===== src/rtl/mem_port_arbiter.sv =====
// -----------------------------------------------------------------------------
// mem_port_arbiter
//
// Shares one single-ported unified memory between the Fetch stage
// (instruction reads) and the Memory stage (data loads/stores). One
// transaction is outstanding at a time. A three-state FSM (IDLE, BUSY_I,
// BUSY_D) sequences the memory handshake. The completion (rvalid + rdata) is
// returned to the requester that owns the transaction.
//
// Arbitration:
//   - Default build: data requests have fixed priority over instruction
//     requests.
//   - Define ARB_RR_EN for round-robin. On simultaneous requests, the
//     requester that did not own the previous transaction wins.
//
// Parameters:
//   AW      address width
//   DW      data width (byte enables are DW/8 bits)
//   TIMEOUT max cycles mem_req waits for mem_ack before aborting with bus_err
//
// Ports:
//   clk, reset       clock, asynchronous active-low reset
//   if_*             fetch request/grant/response (read only)
//   dm_*             data request/grant/response (load/store)
//   mem_*            memory-side handshake, held until mem_ack
//   bus_err          pulses together with the rvalid of a timed-out access
//   stall_if/_mem    per-stage stall requests to the hazard unit
// -----------------------------------------------------------------------------
module mem_port_arbiter #(
  parameter int AW      = 32,
  parameter int DW      = 32,
  parameter int TIMEOUT = 15
) (
  input  logic            clk,
  input  logic            reset,
  // fetch port
  input  logic            if_req,
  input  logic [AW-1:0]   if_addr,
  output logic            if_gnt,
  output logic            if_rvalid,
  output logic [DW-1:0]   if_rdata,
  // data port
  input  logic            dm_req,
  input  logic            dm_we,
  input  logic [AW-1:0]   dm_addr,
  input  logic [DW-1:0]   dm_wdata,
  input  logic [DW/8-1:0] dm_be,
  output logic            dm_gnt,
  output logic            dm_rvalid,
  output logic [DW-1:0]   dm_rdata,
  // memory port
  output logic            mem_req,
  output logic            mem_we,
  output logic [AW-1:0]   mem_addr,
  output logic [DW-1:0]   mem_wdata,
  output logic [DW/8-1:0] mem_be,
  input  logic            mem_ack,
  input  logic [DW-1:0]   mem_rdata,
  // status
  output logic            bus_err,
  output logic            stall_if,
  output logic            stall_mem
);

  localparam int BW = DW / 8;
  localparam int CW = $clog2(TIMEOUT + 1);

  typedef enum logic [1:0] {
    IDLE   = 2'd0,
    BUSY_I = 2'd1,
    BUSY_D = 2'd2
  } state_e;

  state_e          state_q, state_d;
  logic [AW-1:0]   addr_q, addr_d;
  logic            we_q, we_d;
  logic [DW-1:0]   wdata_q, wdata_d;
  logic [BW-1:0]   be_q, be_d;
  logic [CW-1:0]   cnt_q, cnt_d;
  logic            if_pending_q, if_pending_d;
  logic            dm_pending_q, dm_pending_d;
  logic            if_rvalid_q, if_rvalid_d;
  logic            dm_rvalid_q, dm_rvalid_d;
  logic [DW-1:0]   if_rdata_q, if_rdata_d;
  logic [DW-1:0]   dm_rdata_q, dm_rdata_d;
  logic            bus_err_q, bus_err_d;

  logic            if_gnt_c, dm_gnt_c;
  logic            pick_dm;
  logic            expired;
  logic [DW-1:0]   resp_data;

`ifdef ARB_RR_EN
  // 1 = data port owned the previous transaction.
  logic            last_dm_q, last_dm_d;
  assign pick_dm = dm_req & (~if_req | ~last_dm_q);
`else
  assign pick_dm = dm_req;
`endif

  // The count reaches TIMEOUT in the cycle the TIMEOUT-th unacked wait occurs.
  assign expired = ~mem_ack & (cnt_q == CW'(TIMEOUT - 1));

  // Stores and timed-out accesses return zero data.
  assign resp_data = (we_q | ~mem_ack) ? '0 : mem_rdata;

  // NOTE: every variable gets a default before the case statement. A path that
  // leaves one unassigned would infer a latch.
  always_comb begin
    state_d      = state_q;
    addr_d       = addr_q;
    we_d         = we_q;
    wdata_d      = wdata_q;
    be_d         = be_q;
    cnt_d        = cnt_q;
    if_pending_d = if_pending_q;
    dm_pending_d = dm_pending_q;
    if_rvalid_d  = 1'b0;
    dm_rvalid_d  = 1'b0;
    if_rdata_d   = if_rdata_q;
    dm_rdata_d   = dm_rdata_q;
    bus_err_d    = 1'b0;
    if_gnt_c     = 1'b0;
    dm_gnt_c     = 1'b0;
`ifdef ARB_RR_EN
    last_dm_d    = last_dm_q;
`endif

    unique case (state_q)
      IDLE: begin
        if (pick_dm) begin
          dm_gnt_c     = 1'b1;
          addr_d       = dm_addr;
          we_d         = dm_we;
          wdata_d      = dm_wdata;
          be_d         = dm_be;
          cnt_d        = '0;
          dm_pending_d = 1'b1;
          state_d      = BUSY_D;
`ifdef ARB_RR_EN
          last_dm_d    = 1'b1;
`endif
        end else if (if_req) begin
          if_gnt_c     = 1'b1;
          addr_d       = if_addr;
          we_d         = 1'b0;
          wdata_d      = '0;
          be_d         = '1;   // fetches always read the full word
          cnt_d        = '0;
          if_pending_d = 1'b1;
          state_d      = BUSY_I;
`ifdef ARB_RR_EN
          last_dm_d    = 1'b0;
`endif
        end
      end

      BUSY_I, BUSY_D: begin
        if (mem_ack || expired) begin
          state_d   = IDLE;
          bus_err_d = ~mem_ack;   // an ack in the expiry cycle wins
          if (state_q == BUSY_I) begin
            if_rvalid_d  = 1'b1;
            if_rdata_d   = resp_data;
            if_pending_d = 1'b0;
          end else begin
            dm_rvalid_d  = 1'b1;
            dm_rdata_d   = resp_data;
            dm_pending_d = 1'b0;
          end
        end else begin
          cnt_d = cnt_q + 1'b1;
        end
      end

      default: state_d = IDLE;
    endcase
  end

  // NOTE: sequential state uses non-blocking assignments only. This way every
  // flop samples the pre-edge value of every other flop.
  always_ff @(posedge clk or negedge reset) begin
    if (!reset) begin
      state_q      <= IDLE;
      addr_q       <= '0;
      we_q         <= 1'b0;
      wdata_q      <= '0;
      be_q         <= '0;
      cnt_q        <= '0;
      if_pending_q <= 1'b0;
      dm_pending_q <= 1'b0;
      if_rvalid_q  <= 1'b0;
      dm_rvalid_q  <= 1'b0;
      if_rdata_q   <= '0;
      dm_rdata_q   <= '0;
      bus_err_q    <= 1'b0;
`ifdef ARB_RR_EN
      last_dm_q    <= 1'b1;
`endif
    end else begin
      state_q      <= state_d;
      addr_q       <= addr_d;
      we_q         <= we_d;
      wdata_q      <= wdata_d;
      be_q         <= be_d;
      cnt_q        <= cnt_d;
      if_pending_q <= if_pending_d;
      dm_pending_q <= dm_pending_d;
      if_rvalid_q  <= if_rvalid_d;
      dm_rvalid_q  <= dm_rvalid_d;
      if_rdata_q   <= if_rdata_d;
      dm_rdata_q   <= dm_rdata_d;
      bus_err_q    <= bus_err_d;
`ifdef ARB_RR_EN
      last_dm_q    <= last_dm_d;
`endif
    end
  end

  // The memory payload is only driven while a transaction is in flight. This
  // makes mem_* read zero in IDLE and drop straight away when reset asserts.
  logic busy;
  assign busy      = (state_q != IDLE);
  assign mem_req   = busy;
  assign mem_we    = busy & we_q;
  assign mem_addr  = busy ? addr_q  : '0;
  assign mem_wdata = busy ? wdata_q : '0;
  assign mem_be    = busy ? be_q    : '0;

  // Grants and stalls are combinational. They are gated by reset so that
  // they are also zero while reset is held.
  assign if_gnt    = reset & if_gnt_c;
  assign dm_gnt    = reset & dm_gnt_c;
  assign stall_if  = reset & ((if_req & ~if_gnt_c) | if_pending_q);
  assign stall_mem = reset & ((dm_req & ~dm_gnt_c) | dm_pending_q);

  assign if_rvalid = if_rvalid_q;
  assign if_rdata  = if_rdata_q;
  assign dm_rvalid = dm_rvalid_q;
  assign dm_rdata  = dm_rdata_q;
  assign bus_err   = bus_err_q;

endmodule


===== config.mk =====
export PLATFORM = sky130hd
export DESIGN_NAME = mem_port_arbiter
export DESIGN_NICKNAME = d
export VERILOG_FILES = /design/src/rtl/mem_port_arbiter.sv
export SDC_FILE = /design/constraint.sdc
export NUM_CORES = 1
export LEC_CHECK = 0
export BUFFER_PORTS_ARGS = -buffer_cell sky130_fd_sc_hd__buf_2
export CAP_MARGIN = 40
export CORE_UTILIZATION = 48
export DETAILED_ROUTE_END_ITERATION = 12
export PLACE_DENSITY = 0.8
export SLEW_MARGIN = 10
export SYNTH_ARGS = -nofsm -noshare
export SYNTH_HDL_FRONTEND = slang
export SYNTH_SLANG_ARGS = --single-unit

===== constraint.sdc =====
create_clock -name clk -period 5.6 [get_ports clk]
set_input_delay 1.12 -clock clk [delete_from_list [all_inputs] [get_ports clk]]
set_output_delay 1.12 -clock clk [all_outputs]
set_load 0.05 [all_outputs]

* After elaboration in Yosys (flattened, before gate mapping)
Cells that the tools add are included.
** Word-level totals
- Output and inout port bits :: 141
- Register bits after elaboration :: 144
- Word-level logic and storage cells :: 95
- Bits of input ports :: 138
** Cells by class
- Reduce and logical (&&, ||, !) cells :: 13
- Bitwise logic cells :: 15
- Mux-type cells :: 42
- Equality and inequality tests :: 11
- Add/sub/neg operators :: 1
** Operators with widths (number)
- $mux 32 :: 7
- $mux 4 :: 6
- $mux 1 :: 22
- $ne 2x2->1 const B :: 7
- $reduce_and 3->1 :: 3
- $and 1x1->1 :: 8
- $pmux 4 s2 :: 1
- $mux 2 :: 3
- $reduce_bool 2->1 :: 3
- $reduce_and 5->1 :: 1
- $add 4x1->4 const B :: 1
- $eq 4x4->1 const B :: 1
- $not 1->1 :: 4
- $pmux 1 s2 :: 2
- $pmux 2 s2 :: 1
- $reduce_and 2->1 :: 2
- $reduce_and 4->1 :: 1
- $ne 3x3->1 const B :: 1
- $or 1x1->1 :: 3
- $eq 2x1->1 const B :: 1
- $eq 2x2->1 const B :: 1
- $logic_not 2->1 :: 1
- $reduce_or 2->1 :: 1
- $logic_or 1x1->1 :: 1

* Depth between registers and ports, before layout
- Depth in word-level cells :: 7
- Gate-level depth with buffers :: 8
- Mapped depth without buffers :: 5

* Worst setup path before layout
No wires, ideal clock.
- Kind :: input -> output
- Start point :: input port dm_req
- End point :: output port dm_gnt
- Buffers on the path :: 3
- Stages on the path :: 4
- Data arrival time :: 2158 ps
- Required time :: 4480 ps
- Path slack :: 2322 ps
- Cells stage by stage :: buf_2 buf_4 buf_2 and3_1
** Between the ends
- Longest elaborated chain between the ends :: 3
** RTL lines
- start: declaration :: RTL line 43 : input logic dm_req,
- $mux 1 :: RTL line 131 : if (pick_dm) begin
- $mux 1 :: RTL line 129 : unique case (state_q)
- $and 1x1->1 :: RTL line 233 : assign dm_gnt = reset & dm_gnt_c;
- end: declaration :: RTL line 48 : output logic dm_gnt,
Every way passes these cells.

* Worst setup path in the final report
- Start point :: register state_q[1]
- End point :: output port mem_wdata[19]
** Between the ends
- Longest elaborated chain between the ends :: 2
** RTL lines
- start: declaration :: RTL line 74 : state_e state_q, state_d;
- start signal: assignment :: RTL line 201 : state_q <= state_d;
- $reduce_bool 2->1 :: RTL line 223 : assign busy = (state_q != IDLE);
- $mux 32 :: RTL line 227 : assign mem_wdata = busy ? wdata_q : '0;
- end: declaration :: RTL line 55 : output logic [DW-1:0] mem_wdata,
Every way passes these cells.

==> metrics.csv <==
stage,metric,value,unit
cts,root_buffer,clkbuf_16,
route,detail_route.drc_violations,0,
final_layout,fillers,1058,
sta,fmax,0.293,GHz
route,ant_nets,0,
worst_setup_path,cpLargestDelayFamily,buffers and inverters,
logic_synthesis,ys_top_cells_by_area,"dfrtp_1 55%, mux2_2 11%, nor2b_1 7.0%, mux2i_1 5.1%, a22o_1 4.6%",
final_layout,final_net_count,956,
logic_synthesis,ys_types,40,
final_layout,seq_area,3600,µm²
die,core-area,13200,µm²
global_route,grt_usage,0.236,
final_layout,final_layout_size_suffix_gt1_frac,0.473,
worst_setup_path,critPathMaxFanout,57,
worst_hold_path,hp-start,addr_q[8]$_DFFE_PN0P_,
logic_synthesis,ys_seq_area_frac,0.552,
cts,cts_resized,0,
worst_setup_path,path_buf_inv,3,
power_and_ir_drop,power_density,693,nW/µm²
die,start_util,0.493,
worst_setup_path,crit_path_start,state_q[1]$_DFFE_PN0P_,
logic_synthesis,synthArstFlopShare,1.00,
worst_setup_path,crit_required,4.48,ns
global_route,antenna_found_initial,0,
power_and_ir_drop,ir_drop,0.360,mV
sta,tns,0,ns
worst_setup_path,r2r-start,state_q[0]$_DFFE_PN0P_,
place,port-buffer-count,278,
worst_setup_path,r2r_end,dm_rdata[8]$_DFFE_PN0P_,
die,die_w,119,µm
global_route,grt_first_pass_wirelength,25900,µm
sta,hold_violations,0,
sta,maxSlewHeadroom,0.564,
worst_setup_path,ff2ff_setup_slack,3.33,ns
worst_hold_path,hold_path_end,addr_q[8]$_DFFE_PN0P_,
logic_synthesis,synth_edf_count,0,
place,place_congestion,0.795,
cts,clockBufferDepth,2,
die,die_area,14100,µm²
worst_hold_path,min_path_cells,2,
worst_setup_path,cp.depth,5,
power_and_ir_drop,leakage,4.66,nW
cts,postCtsSetupBuffers,0,
global_route,grt.overflow.total,0,
logic_synthesis,synth_area,6530,µm²
logic_synthesis,synth.top_cell.area_share,0.552,
final_layout,post-route-util,0.655,
sta,skew,0.00992,ns
logic_synthesis,syn_avg_cell_area,12.0,µm²
final_layout,n_antenna_cell,0,
route,wl_met1,6650,µm
worst_setup_path,crit_path_max_incr_delay,0.54,ns
cts,cts.clk_slew.worst_paths,0.06,ns
logic_synthesis,synth_area_leader_cell,dfrtp_1,
die,die_y,119,µm
cts,cts_tree,yes,
worst_setup_path,slowest_stage,buf_4,
power_and_ir_drop,comb_power_share,0.521,
worst_hold_path,min_path_type,reg2reg,
logic_synthesis,synth-warning-count,0,
route,first_pass_iters,4,
logic_synthesis,yosys-top-cells-count,"144 x dfrtp_1, 73 x nor2b_1, 64 x mux2_2",
sta,slew_violations,0,
die,rows,42,
sta,finalCriticalPeriod,3.41,ns
route,wire_per_inst,16.0,µm
cts,clock-sinks,144,
logic_synthesis,yosysMostFrequentCell,dfrtp_1,
sta,setup_violations,0,
sta,post-route-period-util,0.609,
route,wl,16000,µm
power_and_ir_drop,p_seq_frac,0.286,
sta,grt_setup_unrepaired,no,
cts,ctsHoldBuffers,0,
route,vias,5135,
worst_setup_path,worstSetupStartpointType,flop,
logic_synthesis,synth_flop_cell,dfrtp_1,
route,highest_layer,met4,
place,dp_hpwl,11700,µm
route,met2_length,7880,µm
power_and_ir_drop,p_sw,0.00293,W
power_and_ir_drop,intPower,0.00308,W
final_layout,multi_input_area,2710,µm²
power_and_ir_drop,clockPowerShare,0.194,
global_route,grt_max_degree,76,
final_layout,area_growth,33.0,%
die,ioPinCount,279,
job,maxCapViolCount,0,
worst_setup_path,worstPathCellList,inv_1 -> ha_2 -> buf_4 -> nor2b_1 -> buf_2,
logic_synthesis,ys_ff_latch,144,
logic_synthesis,synth_cells,545,
sta,tightest_slew,0.655,ns
route,drtIter0Drc,231,
worst_setup_path,crit_arrival,2.29,ns
worst_setup_path,rr_worst_depth,6,
route,wl_met3,1060,µm
logic_synthesis,synth.net_count,690,
power_and_ir_drop,sw_frac_of_total,0.487,
global_route,grt_pass1_vias,5124,
cts,h-tree-depth,4,
cts,clk_latency,0.41,ns
route,viasPerCell,5.14,
cts,numCtsBuffers,17,
outcome,status,completed,
worst_setup_path,worstSetupPathType,reg2out,
worst_setup_path,endpoint_kind,primary output,
[through the flow]
step / hold slack, ns / setup WS (ns) / power [W] / instances / area (µm²)
CTS: 0.477 / 2.15 / 0.00606 / 999 / 8680
finish: 0.473 / 2.19 / 0.00601 / 999 / 8680
floorplan: 0.442 / 2.32 / 0.00413 / 545 / 6530
detailed placement: 0.464 / 2.30 / 0.00487 / 968 / 8070
global route: 0.499 / 2.04 / 0.00631 / 999 / 8680
global placement: 0.455 / 2.33 / 0.00477 / 965 / 8000
[cell families after synthesis]
group | after synthesis | share of synthesized area
flops | 144 | 0.552
compound gates | 89 | 0.0962
buf+inv | 47 | 0.0353
simple gates | 160 | 0.140
mux | 98 | 0.163
fa+ha+maj | 7 | 0.0134
[worst reg2reg max path: stages, from the launching register on]
cell and delay (ns):
dfrtp_1 0.38, inv_1 0.10, ha_1 0.47, inv_1 0.17, nor3_4 0.19, buf_4 0.41, mux2_2 0.44
[sequential cells by signal, indices dropped and copies added (netlist names)]
signal,cells
addr_q,32
be_q,4
bus_err,1
cnt_q,4
dm_pending_q,1
dm_rdata,32
dm_rvalid,1
if_pending_q,1
if_rdata,32
if_rvalid,1
state_q,2
wdata_q,32
we_q,1
[cells in the final DEF, fill, tap and decap left out, types with 2 or more instances in the layout]
master,Yosys,routed
clkbuf_16,0,17
a22o_1,34,34
inv_1,8,8
inv_6,0,2
buf_2,13,277
nand2_1,36,36
a21oi_1,3,3
o21ai_0,33,33
o22a_1,4,4
buf_16,0,2
mux2i_1,33,33
clkinvlp_4,0,3
mux2_2,64,64
bufinv_16,0,4
a31oi_1,4,4
nor2b_1,73,72
dfrtp_1,144,144
nand2b_1,3,3
clkinv_2,0,4
nand3_1,2,2
and2_1,32,32
and3_1,2,2
ha_1,7,6
buf_4,2,5
nor2_1,5,5
[worst max-delay path by stage]
stage / end / slack (ns)
after floorplan: dm_gnt / 2.32
after global placement: dm_gnt / 2.33
after detailed placement: if_gnt / 2.30
after CTS: mem_wdata[19] / 2.15
after global routing: mem_addr[25] / 2.04
final: mem_wdata[19] / 2.19
[power by group through the flow]
stage               logic [W]  registers [W]  clock network [W]
global route          0.00331        0.00177            0.00123
CTS                   0.00316        0.00172            0.00119
finish                0.00313        0.00172            0.00117
detailed placement    0.00315        0.00172                  0
floorplan             0.00180        0.00233                  0
global placement      0.00308        0.00169                  0
[cell type report]
class,count,share of cell area
Inverter,8,0.00346
Multi-Input combinational cell,354,0.312
Tap cell,176,0.0254
Timing Repair Buffer,286,0.173
Sequential cell,144,0.415
Clock inverter,14,0.0218
Clock buffer,17,0.0490
[layer usage]
metal,vias to the layer above,global-route usage
met4,0,0.0973
li1,2419,-
met1,2470,0.289
met3,31,0.0594
met2,215,0.395
met5,-,0
Power figures use the tool's default switching activity.
